**src/rtl/instr_loader_if.sv**
```systemverilog
// Byte-stream and instruction-memory write bundle for instr_loader.
// The slave modport is the loader; the master modport is the stream source / memory side.
interface instr_loader_if #(
    parameter int ADDR_W = 12
);
    logic [7:0]        byte_in;
    logic              byte_valid;
    logic              byte_ready;
    logic              imem_we;
    logic [ADDR_W-1:0] imem_addr;
    logic [31:0]       imem_wdata;

    modport master (
        output byte_in,
        output byte_valid,
        input  byte_ready,
        input  imem_we,
        input  imem_addr,
        input  imem_wdata
    );

    modport slave (
        input  byte_in,
        input  byte_valid,
        output byte_ready,
        output imem_we,
        output imem_addr,
        output imem_wdata
    );
endinterface

```
**src/rtl/instr_loader.sv**
```systemverilog
// Length-prefixed little-endian byte loader that fills instruction memory while holding the core.
// Define INSTR_CHECK_EN to flag words whose opcode the control unit does not support.
module instr_loader #(
    parameter int ADDR_W = 12
) (
    input  logic               clk,
    input  logic               rst,
    input  logic               start,
    instr_loader_if.slave      bus,
    output logic               cpu_hold,
    output logic [ADDR_W:0]    word_count,
    output logic               done,
    output logic               illegal
);

    typedef enum logic [2:0] {
        IDLE   = 3'd0,
        LEN_LO = 3'd1,
        LEN_HI = 3'd2,
        DATA   = 3'd3,
        WRITE  = 3'd4,
        DONE   = 3'd5
    } state_t;

    localparam logic [31:0] CAPACITY = 32'd1 << ADDR_W;

    state_t            state_q, state_d;
    logic [7:0]        len_lo_q, len_lo_d;
    logic [ADDR_W:0]   len_q, len_d;
    logic [1:0]        idx_q, idx_d;
    logic [23:0]       word_q, word_d;
    logic [ADDR_W:0]   count_q, count_d;
    logic              imem_we_q, imem_we_d;
    logic [ADDR_W-1:0] imem_addr_q, imem_addr_d;
    logic [31:0]       imem_wdata_q, imem_wdata_d;

    logic              accept;
    logic              load_word;
    logic              start_load;
    logic [31:0]       wr_word;
    logic [31:0]       len_full;
    logic [31:0]       len_clamp;
    logic [ADDR_W:0]   count_inc;

    assign accept     = bus.byte_valid && bus.byte_ready;
    assign load_word  = (state_q == DATA) && accept && (idx_q == 2'd3);
    assign start_load = ((state_q == IDLE) || (state_q == DONE)) && start;
    assign wr_word    = {bus.byte_in, word_q};
    assign len_full   = {16'd0, bus.byte_in, len_lo_q};
    // Words beyond capacity are never requested, so the stream stops at the clamp.
    assign len_clamp  = (len_full > CAPACITY) ? CAPACITY : len_full;
    assign count_inc  = count_q + 1'b1;

    // The first three bytes of a word are parked in lanes; the fourth goes straight to the write.
    generate
        for (genvar gi = 0; gi < 3; gi++) begin : g_lane
            assign word_d[8*gi +: 8] = ((state_q == DATA) && accept && (idx_q == 2'(gi)))
                                       ? bus.byte_in : word_q[8*gi +: 8];
        end
    endgenerate

    always_comb begin
        state_d      = state_q;
        len_lo_d     = len_lo_q;
        len_d        = len_q;
        idx_d        = idx_q;
        count_d      = count_q;
        imem_we_d    = 1'b0;
        imem_addr_d  = imem_addr_q;
        imem_wdata_d = imem_wdata_q;

        case (state_q)
            IDLE, DONE: begin
                if (start) begin
                    state_d = LEN_LO;
                    count_d = '0;
                    idx_d   = 2'd0;
                end
            end
            LEN_LO: begin
                if (accept) begin
                    len_lo_d = bus.byte_in;
                    state_d  = LEN_HI;
                end
            end
            LEN_HI: begin
                if (accept) begin
                    len_d   = len_clamp[ADDR_W:0];
                    state_d = (len_clamp == 32'd0) ? DONE : DATA;
                end
            end
            DATA: begin
                if (accept) begin
                    idx_d = idx_q + 2'd1;
                    if (idx_q == 2'd3) begin
                        imem_we_d    = 1'b1;
                        imem_addr_d  = count_q[ADDR_W-1:0];
                        imem_wdata_d = wr_word;
                        state_d      = WRITE;
                    end
                end
            end
            WRITE: begin
                count_d = count_inc;
                state_d = (count_inc == len_q) ? DONE : DATA;
            end
            default: state_d = IDLE;
        endcase
    end

    always_ff @(posedge clk) begin
        if (rst) begin
            state_q      <= IDLE;
            len_lo_q     <= '0;
            len_q        <= '0;
            idx_q        <= '0;
            word_q       <= '0;
            count_q      <= '0;
            imem_we_q    <= 1'b0;
            imem_addr_q  <= '0;
            imem_wdata_q <= '0;
        end else begin
            state_q      <= state_d;
            len_lo_q     <= len_lo_d;
            len_q        <= len_d;
            idx_q        <= idx_d;
            word_q       <= word_d;
            count_q      <= count_d;
            imem_we_q    <= imem_we_d;
            imem_addr_q  <= imem_addr_d;
            imem_wdata_q <= imem_wdata_d;
        end
    end

`ifdef INSTR_CHECK_EN
    logic illegal_q, illegal_d;
    logic word_legal;

    always_comb begin
        unique case (wr_word[6:0])
            7'b0110011, 7'b0010011, 7'b0110111: word_legal = 1'b1;
            7'b1110011:                         word_legal = (wr_word[14:12] == 3'b001);
            default:                            word_legal = 1'b0;
        endcase
    end

    // Evaluated as the word is captured so the flag is already up during its WRITE cycle.
    always_comb begin
        illegal_d = illegal_q;
        if (start_load) begin
            illegal_d = 1'b0;
        end else if (load_word && !word_legal) begin
            illegal_d = 1'b1;
        end
    end

    always_ff @(posedge clk) begin
        if (rst) begin
            illegal_q <= 1'b0;
        end else begin
            illegal_q <= illegal_d;
        end
    end

    assign illegal = illegal_q;
`else
    logic unused_check;
    assign unused_check = load_word ^ start_load;
    assign illegal      = 1'b0;
`endif

    assign bus.byte_ready = (state_q == LEN_LO) || (state_q == LEN_HI) || (state_q == DATA);
    assign cpu_hold       = (state_q == LEN_LO) || (state_q == LEN_HI) ||
                            (state_q == DATA)   || (state_q == WRITE);
    assign done           = (state_q == DONE);
    assign word_count     = count_q;
    assign bus.imem_we    = imem_we_q;
    assign bus.imem_addr  = imem_addr_q;
    assign bus.imem_wdata = imem_wdata_q;

endmodule
```
**src/flat_wrapper.sv**
```systemverilog
// flat-port wrapper written by rule: the top's interface ports become plain ports
module instr_loader_flat 
#(
    parameter int ADDR_W = 12
)
  (clk, rst, start, cpu_hold, word_count, done, illegal, bus_byte_in, bus_byte_valid, bus_byte_ready, bus_imem_we, bus_imem_addr, bus_imem_wdata);
  instr_loader_if #(.ADDR_W(ADDR_W)) bus_i ();
  input  logic clk;
  input  logic rst;
  input  logic start;
  output logic cpu_hold;
  output logic [ADDR_W:0] word_count;
  output logic done;
  output logic illegal;
  input wire logic [$bits(bus_i.byte_in)-1:0] bus_byte_in;
  input wire logic [$bits(bus_i.byte_valid)-1:0] bus_byte_valid;
  output wire logic [$bits(bus_i.byte_ready)-1:0] bus_byte_ready;
  output wire logic [$bits(bus_i.imem_we)-1:0] bus_imem_we;
  output wire logic [$bits(bus_i.imem_addr)-1:0] bus_imem_addr;
  output wire logic [$bits(bus_i.imem_wdata)-1:0] bus_imem_wdata;
  assign bus_i.byte_in = bus_byte_in;
  assign bus_i.byte_valid = bus_byte_valid;
  assign bus_byte_ready = bus_i.byte_ready;
  assign bus_imem_we = bus_i.imem_we;
  assign bus_imem_addr = bus_i.imem_addr;
  assign bus_imem_wdata = bus_i.imem_wdata;
  instr_loader #(.ADDR_W(ADDR_W)) u_core (.clk(clk), .rst(rst), .start(start), .bus(bus_i), .cpu_hold(cpu_hold), .word_count(word_count), .done(done), .illegal(illegal));
endmodule
```
**config.mk**
```make
export PLATFORM = sky130hd
export DESIGN_NAME = instr_loader_flat
export DESIGN_NICKNAME = d
export VERILOG_FILES = /design/src/rtl/instr_loader_if.sv /design/src/rtl/instr_loader.sv /design/src/flat_wrapper.sv
export SDC_FILE = /design/constraint.sdc
export NUM_CORES = 1
export LEC_CHECK = 0
export ABC_AREA = 1
export CAP_MARGIN = 25
export CORE_ASPECT_RATIO = 1.25
export CORE_UTILIZATION = 53
export DETAILED_ROUTE_END_ITERATION = 7
export PLACE_DENSITY = 0.87
export SETUP_SLACK_MARGIN = 0.2
export SLEW_MARGIN = 20
export SYNTH_ARGS = -nofsm -noshare
export SYNTH_HDL_FRONTEND = slang
export SYNTH_SLANG_ARGS = --single-unit
```
**constraint.sdc**
```tcl
create_clock -name clk -period 2.4 [get_ports clk]
set_input_delay 0.24 -clock clk [delete_from_list [all_inputs] [get_ports clk]]
set_output_delay 0.24 -clock clk [all_outputs]
set_load 0.02 [all_outputs]
```
# Word level (Yosys, flattened, before mapping)
# Cells that the tools add are included.
# W data, S select, Z words.
# totals
in_bits,12
wordCells,66
register_bits,108
out_inout_bits,62
# classes
magnitude_cmp,1
addsub,2
n_reduce_logical,21
eq_ne,14
bitwise_logic,2
mux,15
# ops
op,count
$logic_not A32 Y1,1
$pmux W13 S2,1
$mux W3,7
$gt A16 B13 Y1 const B,1
$mux W16,1
$pmux W3 S5,1
$add A13 B1 Y13 const B,1
$eq A13 B13 Y1,1
$mux W13,1
$eq A3 B2 Y1 const B,2
$eq A3 B3 Y1 const B,2
$ne A2 B1 Y1 const B,3
$reduce_and A2 Y1,3
$reduce_and A3 Y1,2
$logic_and A1 B1 Y1,5
$reduce_and A5 Y1,1
$eq A2 B2 Y1 const B,2
$mux W2,2
$ne A2 B2 Y1 const B,2
$pmux W2 S2,1
$reduce_bool A2 Y1,2
$eq A3 B1 Y1 const B,1
$logic_not A3 Y1,1
$logic_or A1 B1 Y1,3
other kinds (7),8

# Logic depth before layout (Yosys ltp)
# logic_depth
word_depth,6
mapped_depth,16
mapped_depth_nobuf,16

# Least setup slack after synthesis
# No wires, ideal clock.
# synth_path
path_kind,register -> register
from,reg u_core.count_q[0] (netlist: u_core.word_count[0])
to,reg u_core.state_q[1]
required_ns,2.268
setup_ns,0.132
arrival_ns,1.740
synth_period_minus_slack_ns,1.872
n_path_buf,0
path_stages_with_launch,15
path_slack_ns,0.528
cell_sequence,dfxtp_1 -> ha_1 -> nand2_2 -> nor2_2 -> nand2_1 -> nand2_1 -> nand3_1 -> nand2_1 -> nand2_1 -> nor2_1 -> nand2_1 -> o21bai_1 -> nand2_1 -> nand2_1 -> a21oi_1
# synth_via
elab_chain_cells,4
# synth_lines
item,line,source
start: declaration,instr_loader.sv:32,"logic [ADDR_W:0] count_q, count_d;"
start signal: assignment,instr_loader.sv:128,count_q <= count_d;
$add A13 B1 Y13,instr_loader.sv:52,assign count_inc = count_q + 1'b1;
$eq A13 B13 Y1,instr_loader.sv:105,state_d = (count_inc == len_q) ? DONE : DATA;
$mux W3,instr_loader.sv:105,
$pmux W3 S5,instr_loader.sv:72,case (state_q)
end signal: assignment,instr_loader.sv:123,state_q <= state_d;
end: declaration,instr_loader.sv:27,"state_t state_q, state_d;"
# No other way between the ends.
# A chain may end at the register's enable or synchronous reset.

# Worst setup path in the final report
# layout_path
from,reg u_core.state_q[0]
to,out cpu_hold
# layout_via
elab_chain_cells,4
word_cells_on_any_way,7
cone_classes,eq/ne: 4; reduce/logical: 3
# layout_lines
item,line,source
$eq A3 B1 Y1 / $eq A3 B2 Y1 (equally long branches),instr_loader.sv:173,assign cpu_hold = (state_q == LEN_LO) || (state_q == LEN_HI) ||
$logic_or A1 B1 Y1 (2 in a row),instr_loader.sv:173,
$logic_or A1 B1 Y1 (*),instr_loader.sv:174,(state_q == DATA) || (state_q == WRITE);
end: declaration,flat_wrapper.sv:11,output logic cpu_hold;
# Every way passes the cells marked *; elsewhere a longest branch is shown, timed or not.

==> results_dict.tcl <==
set metrics [dict create \
    start_util_pct 55.1 \
    fin_area_um2 5600 \
    power.total_w 0.00396 \
    grt_first_pass_wirelength_mm 19.2 \
    ctsHoldBuffers 0 \
    gp_congestion 0.913 \
    die_h_um 106 \
    antenna_found_initial 0 \
    finClkSkew_ns 0.0115 \
    place_area_um2 5390 \
    cts_resized 0 \
    cts_tree "yes" \
    cap_viol_max_count 0 \
    hold_viol_final 0 \
    diodes 0 \
    die_area_um2 9000 \
    clk_pin_slew_ns 0.10 \
    min_period_ns 2.10 \
    drv_slew 0 \
    fmax_mhz 477 \
    cp-start-kind "flip-flop" \
    drc 0 \
    dp_cells 784 \
    period_share_pct 87.4 \
    min_path_type "flip-flop to flip-flop" \
    first_global_vias 4173 \
    outcome "completed" \
    io_pins 74 \
    overflow 0 \
    grtUsageTotal_pct 26.9 \
    die_x_um 85.1 \
    synth_cells 633 \
    syn_avg_cell_area_um2 7.22 \
    synth-seq-cells 108 \
    critical_path_class "flip-flop to output pin" \
    clock_sinks 108 \
    cts_root_buf "clkbuf_8" \
    ir_drop_uv 289 \
    setup_ws_ns 0.303 \
    final_cells 799 \
    wirelength_mm 11.4 \
    syn_nets 650 \
    cts_buffers 9 \
    fin_nets 715 \
    fp-row-count 37 \
    synth_area_um2 4570 \
    fill_cells 719 \
    drt-initial-drc-count 287 \
    cp.arrival_ns 1.86 \
    crit_required_ns 2.16 \
    coreArea_um2 8290 \
    worstSkewPairLatency_ns 0.38 \
    layout_common_cells "nand2_1, dfxtp_1, nor2_1, o21ai_0" \
    area_delta_synth_final_pct 22.5 \
    setup_violations 0 \
    synth_cell_types 33 \
    ys_warn_count 0 \
    layout-drive-gt1-share_pct 6.98 \
    finalSetupTns_ns 0 \
    htree_num_levels 3 \
    grt_max_degree 61 \
    rsz0062_at_grt "true" \
    route.vias.total 4386 \
    detailed_place_hpwl_mm 8.02 \
    postCtsSetupRepairBufs 0 \
    portBuffers 72 \
    layout_commonest_cell "nand2_1" \
    power_density_nw_per_um2 708 \
    ant_nets 0 \
    critPathCaptureType "output pin" \
    drt-wirelength-per-cell_um 14.3 \
    critPathMaxFanout 6 \
    ys_seq_area_share_pct 47.3 \
    pre_cts_ws_ns 0.409 \
    viasPerCell 5.49 \
    dr.pass1.iters 5 \
    power_leakage_nw 2.14 \
    clk_path_buf_depth 2 \
]
## Yosys cell counts (all sizes together)
cell / n / area (um2)
a211oi: 2 / 15.0
a21boi: 1 / 7.51
a21o: 1 / 7.51
a21oi: 72 / 360
a31oi: 1 / 6.26
buf: 11 / 60.1
clkbuf: 20 / 76.3
conb: 1 / 3.75
dfxtp: 108 / 2160
ha: 5 / 62.6
inv: 51 / 191
nand2: 108 / 410
nand3: 33 / 170
nand3b: 2 / 15.0
nand4: 5 / 31.3
nor2: 104 / 420
nor3: 4 / 25.0
nor4: 3 / 18.8
o21ai: 94 / 474
o21bai: 2 / 15.0
o221ai: 1 / 8.76
or2: 3 / 18.8
xor2: 1 / 8.76
## worst max-delay path, stage by stage (launching register included)
cell and delay (ns):
dfxtp_2 0.36, nor2_1 0.20, nor2_1 0.08, or2_2 0.29
clkdlybuf4s50_1 0.54
## registers in the layout, summed over array words and instances (netlist names)
register               cells
u_core.state_q             3
u_core.bus.imem_wdata     32
u_core.idx_q               2
u_core.bus.imem_addr      12
u_core.word_q             24
u_core.word_count         13
u_core.len_q              13
u_core.len_lo_q            8
u_core.bus.imem_we         1
## path summary, 6_finish.rpt
path,startpoint,end,slack (ns),cells after the start
worst max register to register,u_core.word_count[2],u_core.state_q[2],0.43,14
worst min register to register,u_core.bus.imem_wdata[24],u_core.bus.imem_wdata[24],0.49,2
worst min-delay path,u_core.bus.imem_wdata[24],u_core.bus.imem_wdata[24],0.49,2
worst max-delay path,u_core.state_q[0],cpu_hold,0.30,4
## logic make-up (layout without fill, tap and decap cells)
kind of cell             after synthesis  after routing  share of synthesized area [%]
AO/OA/AOI/OAI                        174            174                           19.6
XOR/XNOR                               1              1                          0.192
adder cells (fa/ha/maj)                5              5                           1.37
buffers and inverters                 82            151                           7.17
flip-flops                           108            108                           47.3
other                                  1              1                         0.0821
AND/OR/NAND/NOR                      262            262                           24.3
## where the power goes
part | switching [W] | internal [W] | leakage [nW]
Combinational | 0.000495 | 0.000297 | 1.17
Clock | 0.000625 | 0.000522 | 0.105
Sequential | 0.000114 | 0.00191 | 0.873
## per-layer routing
layer  routed length (um)  track usage, %
met3                  562            4.31
met2                 5590            45.9
met4                  512            15.5
met1                 4740            31.9
met5                    0               0
## through the flow
stage	util (%)	hold WS, ns
3_5_place_dp	65.0	0.471
3_3_place_gp	65.0	0.458
4_1_cts	67.5	0.480
6_report	67.5	0.488
2_1_floorplan	-	0.375
5_1_grt	67.5	0.518
## area by class of cell
type / count / area, um2 / area share (%)
flip-flops and latches: 108 / 2170 / 38.7
well taps: 97 / 121 / 2.17
clock buffers: 10 / 138 / 2.46
inverters: 51 / 191 / 3.42
clock inverters: 5 / 67.6 / 1.21
multi-input cells: 443 / 2080 / 37.2
repair buffers: 85 / 831 / 14.8
(Power assumes the default switching activity.)
